$ cat src/rtl/ps2_keyboard_rx_pkg.sv
// Shared constants and frame-FSM state encoding for the PS/2 keyboard receiver.
package ps2_pkg;

    localparam logic [7:0] PS2_EXT_PREFIX   = 8'hE0;
    localparam logic [7:0] PS2_BREAK_PREFIX = 8'hF0;
    localparam logic [7:0] PS2_NO_KEY       = 8'h00;

    typedef enum logic [1:0] {
        ST_IDLE   = 2'd0,
        ST_DATA   = 2'd1,
        ST_PARITY = 2'd2,
        ST_STOP   = 2'd3
    } ps2_state_e;

endpackage

$ cat src/rtl/ps2_keyboard_rx_if.sv
// Bundle of raw PS/2 pins and the decoded scan-code outputs of the receiver.
interface ps2_keyboard_rx_if;
    import ps2_pkg::*;

    logic       ps2_clk;
    logic       ps2_data;
    logic [7:0] code;
    logic       code_valid;
    logic       key_release;
    logic       frame_err;

    // Receiver side: consumes the pins, produces the scan-code stream.
    modport master (
        input  ps2_clk,
        input  ps2_data,
        output code,
        output code_valid,
        output key_release,
        output frame_err
    );

    modport slave (
        output ps2_clk,
        output ps2_data,
        input  code,
        input  code_valid,
        input  key_release,
        input  frame_err
    );

endinterface

$ cat src/rtl/ps2_clk_filter.sv
// Synchronizes the raw PS/2 clock, rejects glitches shorter than FILTER_LEN
// samples, and emits a one-cycle strobe on each filtered falling edge.
module ps2_clk_filter #(
    parameter int FILTER_LEN = 8
) (
    input  logic clk,
    input  logic rst,
    input  logic ps2_clk,
    output logic fall
);

    localparam int CW = $clog2(FILTER_LEN + 1);

    logic          sync1_q, sync1_d;
    logic          sync2_q, sync2_d;
    logic          filt_q,  filt_d;
    logic          fall_q,  fall_d;
    logic [CW-1:0] cnt_q,   cnt_d;

    always_comb begin
        sync1_d = ps2_clk;
        sync2_d = sync1_q;
        filt_d  = filt_q;
        fall_d  = 1'b0;
        cnt_d   = '0;
        // Any sample agreeing with the current level restarts the run count.
        if (sync2_q != filt_q) begin
            if (cnt_q == CW'(FILTER_LEN - 1)) begin
                filt_d = sync2_q;
                fall_d = ~sync2_q;
            end else begin
                cnt_d = cnt_q + 1'b1;
            end
        end
    end

    always_ff @(posedge clk or posedge rst) begin
        if (rst) begin
            sync1_q <= 1'b1;
            sync2_q <= 1'b1;
            filt_q  <= 1'b1;
            fall_q  <= 1'b0;
            cnt_q   <= '0;
        end else begin
            sync1_q <= sync1_d;
            sync2_q <= sync2_d;
            filt_q  <= filt_d;
            fall_q  <= fall_d;
            cnt_q   <= cnt_d;
        end
    end

    assign fall = fall_q;

endmodule

$ cat src/rtl/ps2_keyboard_rx.sv
// PS/2 keyboard receiver: deframes 11-bit frames and resolves make/break/
// extended sequences into a held scan code for the glyph decoder.
module ps2_keyboard_rx
    import ps2_pkg::*;
#(
    parameter int FILTER_LEN     = 8,
    parameter int TIMEOUT_CYCLES = 100000
) (
    input  logic                clk,
    input  logic                rst,
    ps2_keyboard_rx_if.master   bus
);

    localparam int TW = $clog2(TIMEOUT_CYCLES + 1);

    logic          fall;
    logic          data_s1_q, data_s1_d;
    logic          data_s2_q, data_s2_d;
    ps2_state_e    state_q,   state_d;
    logic [2:0]    bit_cnt_q, bit_cnt_d;
    logic [7:0]    shift_q,   shift_d;
    logic          parity_q,  parity_d;
    logic [TW-1:0] tmo_q,     tmo_d;
    logic          ext_q,     ext_d;
    logic          brk_q,     brk_d;
    logic [7:0]    code_q,    code_d;
    logic          code_valid_q,  code_valid_d;
    logic          key_release_q, key_release_d;
    logic          frame_err_q,   frame_err_d;

    ps2_clk_filter #(
        .FILTER_LEN (FILTER_LEN)
    ) u_clk_filter (
        .clk     (clk),
        .rst     (rst),
        .ps2_clk (bus.ps2_clk),
        .fall    (fall)
    );

    always_comb begin
        data_s1_d     = bus.ps2_data;
        data_s2_d     = data_s1_q;
        state_d       = state_q;
        bit_cnt_d     = bit_cnt_q;
        shift_d       = shift_q;
        parity_d      = parity_q;
        tmo_d         = tmo_q;
        ext_d         = ext_q;
        brk_d         = brk_q;
        code_d        = code_q;
        code_valid_d  = 1'b0;
        key_release_d = 1'b0;
        frame_err_d   = 1'b0;

        if (fall) begin
            tmo_d = '0;
            case (state_q)
                ST_IDLE: begin
                    if (!data_s2_q) begin
                        state_d   = ST_DATA;
                        bit_cnt_d = '0;
                        shift_d   = '0;
                    end
                end
                ST_DATA: begin
                    shift_d   = {data_s2_q, shift_q[7:1]};
                    bit_cnt_d = bit_cnt_q + 1'b1;
                    if (bit_cnt_q == 3'd7) begin
                        state_d = ST_PARITY;
                    end
                end
                ST_PARITY: begin
                    parity_d = data_s2_q;
                    state_d  = ST_STOP;
                end
                default: begin
                    state_d = ST_IDLE;
                    // Odd parity across the 8 data bits plus the parity bit.
                    if (data_s2_q && (^{shift_q, parity_q})) begin
                        if (shift_q == PS2_EXT_PREFIX) begin
                            ext_d = 1'b1;
                        end else if (shift_q == PS2_BREAK_PREFIX) begin
                            brk_d = 1'b1;
                        end else if (ext_q) begin
                            ext_d = 1'b0;
                            brk_d = 1'b0;
                        end else if (brk_q) begin
                            key_release_d = 1'b1;
                            brk_d         = 1'b0;
                            if (shift_q == code_q) begin
                                code_d = PS2_NO_KEY;
                            end
                        end else begin
                            code_d       = shift_q;
                            code_valid_d = 1'b1;
                        end
                    end else begin
                        frame_err_d = 1'b1;
                    end
                end
            endcase
        end else if (state_q != ST_IDLE) begin
            // A stalled frame is abandoned along with any pending prefix.
            if (tmo_q == TW'(TIMEOUT_CYCLES)) begin
                state_d     = ST_IDLE;
                frame_err_d = 1'b1;
                ext_d       = 1'b0;
                brk_d       = 1'b0;
                shift_d     = '0;
                tmo_d       = '0;
            end else begin
                tmo_d = tmo_q + 1'b1;
            end
        end else begin
            tmo_d = '0;
        end
    end

    always_ff @(posedge clk or posedge rst) begin
        if (rst) begin
            data_s1_q     <= 1'b1;
            data_s2_q     <= 1'b1;
            state_q       <= ST_IDLE;
            bit_cnt_q     <= '0;
            shift_q       <= '0;
            parity_q      <= 1'b0;
            tmo_q         <= '0;
            ext_q         <= 1'b0;
            brk_q         <= 1'b0;
            code_q        <= PS2_NO_KEY;
            code_valid_q  <= 1'b0;
            key_release_q <= 1'b0;
            frame_err_q   <= 1'b0;
        end else begin
            data_s1_q     <= data_s1_d;
            data_s2_q     <= data_s2_d;
            state_q       <= state_d;
            bit_cnt_q     <= bit_cnt_d;
            shift_q       <= shift_d;
            parity_q      <= parity_d;
            tmo_q         <= tmo_d;
            ext_q         <= ext_d;
            brk_q         <= brk_d;
            code_q        <= code_d;
            code_valid_q  <= code_valid_d;
            key_release_q <= key_release_d;
            frame_err_q   <= frame_err_d;
        end
    end

    assign bus.code        = code_q;
    assign bus.code_valid  = code_valid_q;
    assign bus.key_release = key_release_q;
    assign bus.frame_err   = frame_err_q;

endmodule

$ cat src/flat_wrapper.sv
// flat-port wrapper written by rule: the top's interface ports become plain ports
module ps2_keyboard_rx_flat import ps2_pkg::*;
#(
    parameter int FILTER_LEN     = 8,
    parameter int TIMEOUT_CYCLES = 100000
)
  (clk, rst, bus_ps2_clk, bus_ps2_data, bus_code, bus_code_valid, bus_key_release, bus_frame_err);
  ps2_keyboard_rx_if bus_i ();
  input  logic clk;
  input  logic rst;
  input wire logic [$bits(bus_i.ps2_clk)-1:0] bus_ps2_clk;
  input wire logic [$bits(bus_i.ps2_data)-1:0] bus_ps2_data;
  output wire logic [$bits(bus_i.code)-1:0] bus_code;
  output wire logic [$bits(bus_i.code_valid)-1:0] bus_code_valid;
  output wire logic [$bits(bus_i.key_release)-1:0] bus_key_release;
  output wire logic [$bits(bus_i.frame_err)-1:0] bus_frame_err;
  assign bus_i.ps2_clk = bus_ps2_clk;
  assign bus_i.ps2_data = bus_ps2_data;
  assign bus_code = bus_i.code;
  assign bus_code_valid = bus_i.code_valid;
  assign bus_key_release = bus_i.key_release;
  assign bus_frame_err = bus_i.frame_err;
  ps2_keyboard_rx #(.FILTER_LEN(FILTER_LEN), .TIMEOUT_CYCLES(TIMEOUT_CYCLES)) u_core (.clk(clk), .rst(rst), .bus(bus_i));
endmodule
$ cat config.mk
export PLATFORM = sky130hd
export DESIGN_NAME = ps2_keyboard_rx_flat
export DESIGN_NICKNAME = d
export VERILOG_FILES = /design/src/rtl/ps2_keyboard_rx_pkg.sv /design/src/rtl/ps2_keyboard_rx_if.sv /design/src/rtl/ps2_clk_filter.sv /design/src/rtl/ps2_keyboard_rx.sv /design/src/flat_wrapper.sv
export SDC_FILE = /design/constraint.sdc
export NUM_CORES = 1
export LEC_CHECK = 0
export CELL_PAD_IN_SITES_DETAIL_PLACEMENT = 0
export CELL_PAD_IN_SITES_GLOBAL_PLACEMENT = 1
export CORE_MARGIN = 2
export CORE_UTILIZATION = 49
export CTS_BUF_LIST = sky130_fd_sc_hd__clkbuf_8
export CTS_CLUSTER_SIZE = 16
export DETAILED_ROUTE_END_ITERATION = 10
export GPL_ROUTABILITY_DRIVEN = 0
export HOLD_SLACK_MARGIN = 0.03
export PLACE_DENSITY_LB_ADDON = 0.1
export SETUP_SLACK_MARGIN = 0.1
export SLEW_MARGIN = 20
export SYNTH_ARGS = -nofsm -noshare
export SYNTH_HDL_FRONTEND = slang
export SYNTH_SLANG_ARGS = --single-unit
$ cat constraint.sdc
create_clock -name clk -period 2.66 [get_ports clk]
set_input_delay 0.266 -clock clk [delete_from_list [all_inputs] [get_ports clk]]
set_output_delay 0.266 -clock clk [all_outputs]
set_load 0.05 [all_outputs]
==> impl_results.md <==
* Status: finished, final reports clean
* Flip-flop and latch area at 1360 um2
* Vias in the first global route at 1859
* R2R Setup Slk at approximately 250 ps
* First-pass GRT wire length at 8470 um
* Die area at 6100 um2
* Top Family by Delay on Critical Path: XOR/XNOR gates
* Final setup violation count at 0
* Startpoint types: register
* Yosys reg bits at 54
* Count of cell types in the netlist at 36
* Synth top cells by count: dfrtp_1 (49), nor2_1 (23), xor2_1 (18)
* HPWL Detailed at 3370 um
* Clock Sinks at 54
* Largest net degree at the start of global routing at 33
* Initial core utilization at 0.517
* IO Count at 15
* Die Wd at 78.1 um
* Syn Nets at between 200 and 300
* H-Tree Depth at 2
* Post-CTS setup buffer count at 0
* Reg2reg start: u_core.shift_q[3]
* Asr flop ratio synth at 1.00
* Worst-Skew Late Latency at 300 ps
* Final period util at 0.905
* Crit Path Max Fanout at 8
* Leakage at around 1.4 nW
* Post-synth top area cell: dfrtp_1
* Total global routing overflow at 0
* Critical Path Source: u_core.shift_q[3]
* Multi-input gate area at 1270 um2
* Minimum clock period at about 2400 ps
* Hold Fails Final Rpt at 0
* Share of layout cells above drive strength 1 at 0.147
* # resized after CTS at 0
* DR vias at ~1800
* ANT cells at 0
* Synth Flop Type: dfrtp_1
* Final ANT Viol Nets at 0
* Post-synth top area share at 0.456
* Number of core rows at 26
* Max stage delay cell, worst path: nor4_4
* Initial antenna violation count at 0
* Slew headroom at 0.578
* Top-count cell post-synth: dfrtp_1
* Total GRT Usage at 0.172
* RSZ-0062 raised after global routing: no
* Cell Chain, Critical Path: xor2_1, xnor3_2, xnor2_1, nor4_4, mux2_2
* Post-cts hold buffer count at 0
* Worst path arrival time at around 2600 ps
* Fmax at between 0.4 and 0.5 GHz
* Detailed Route WL at 4680 um
* Number of fill cells at 467
* Final Skew at around 8.4 ps
* RR Endpoint: u_core.bus.code[5]
* Buffers & Inverters on Critical Path at 0
* DR DRC count at 0
* Worst min-delay path class: input pin to async pin
* R2R depth at 5
* P per Cell Area at 477 nW/um2
* Top post-synthesis cells by area: dfrtp_1 (46%), mux2_2 (7.1%), xor2_1 (5.9%), dfstp_2 (4.9%), ha_1 (4.2%)
* Sum Neg Setup Slack at 0 ps
* Post-Syn Area at 2690 um2
* CP Class: register to register
* WL per Instance at ~14 um
* Reported max-cap violation count at 0
* Mean post-synth cell area at approximately 11 um2
* Mapped Cells at about 250
* Root buf cell: clkbuf_8
* Final non-filler cell total at 335
* Die extent in y at 78.1 um
* Area grow syn2layout at 12.1%
* Post-synth EDFFs at 0
* CTS tree: built
* Vias per cell at 5.27
* Placed insts at 327
* Final Util at 0.580
* Worst-case clock buffer depth at 2
* 1st-pass router iterations at 4
* Seq/Total Area, Yosys at 0.504
* DRT iter0 DRCs at 73
* IO buf count at 14
* CP peak stage delay at roughly 600 ps
* Nets at between 200 and 300
* Ys Warns at 0
* Core footprint at 5200 um2
* CP Capture Type: register
* Count of pins over their slew limit at 0
* Worst IR drop on VDD at 343 uV
* Critical path required time at 2850 ps
* Measured slew at the worst slew-check pin at 632 ps
* Reg clk slew, reported paths at roughly 100 ps
* Number of buffers created by CTS at 5
## metal layers
metal	vias to the layer above	track usage	wire, um
li1	882	-	-
met1	857	0.227	2270
met2	23	0.288	2260
met3	5	0.0345	110
met4	0	0.0526	36
met5	-	0	0
## stage by stage
step / instance area, um2 / hold slack [ps] / power [mW] / worst slack (ps)
after floorplan: 2690 / 270 / 0.951 / 479
after global placement: 2920 / 346 / 0.974 / 322
after detailed placement: 2920 / 354 / 0.978 / 258
after CTS: 3020 / 350 / 1.45 / 242
after global routing: 3020 / 358 / 1.51 / 127
final: 3020 / 355 / 1.44 / 252
## cell families (layout without fill, tap and decap cells)
logic type,after synthesis,after routing,synth area share
DFF,54,54,0.504
buffers and inverters,17,36,0.0237
adders and majority gates,9,9,0.0418
muxes,19,19,0.0786
and+or+nand+nor,99,99,0.200
AOI/OAI and AO/OA,17,17,0.0400
xor gates and xnor gates,31,31,0.112
## report_power, final
| group | internal, mW | switching, mW |
|---|---|---|
| sequential | 0.855 | 0.0216 |
| clock | 0.210 | 0.269 |
| combinational | 0.0376 | 0.0449 |
| total | 1.10 | 0.336 |
## cell type report
type,count,area share
inverters,10,0.0124
multi-input cells,175,0.421
clock buffers,6,0.0274
flip-flops and latches,54,0.450
repair buffers,18,0.0564
clock inverters,2,0.00415
well taps,70,0.0290
## registers in the layout (all words and copies together) (netlist names), 2 cells and up
register,flops
u_core.bus.code,8
u_core.shift_q,8
u_core.tmo_q,17
u_core.state_q,2
u_core.bit_cnt_q,3
u_core.u_clk_filter.cnt_q,4
## placed cells by master (no fill, tap or decap), types with 6 or more instances in the layout
cell type,instances
nor4_1,6
xor2_1,18
nor2b_1,8
xnor2_1,11
dfrtp_1,49
nor2_1,23
clkdlybuf4s50_1,14
nand2_1,15
ha_1,9
nand3_1,14
mux2_2,17
inv_1,9
and3_1,14
clkbuf_8,6
## worst max path at each step
stage / cells after the start / slack [ps] / to
after global placement: 5 / 320 / u_core.bus.code[6]
after global routing: 5 / 130 / u_core.bus.code[5]
after CTS: 5 / 240 / u_core.bus.code[5]
final: 5 / 250 / u_core.bus.code[5]
after detailed placement: 5 / 260 / u_core.bus.code[5]
after floorplan: 5 / 480 / u_core.bus.code[0]
No activity file was read; power rests on OpenSTA's default activity.
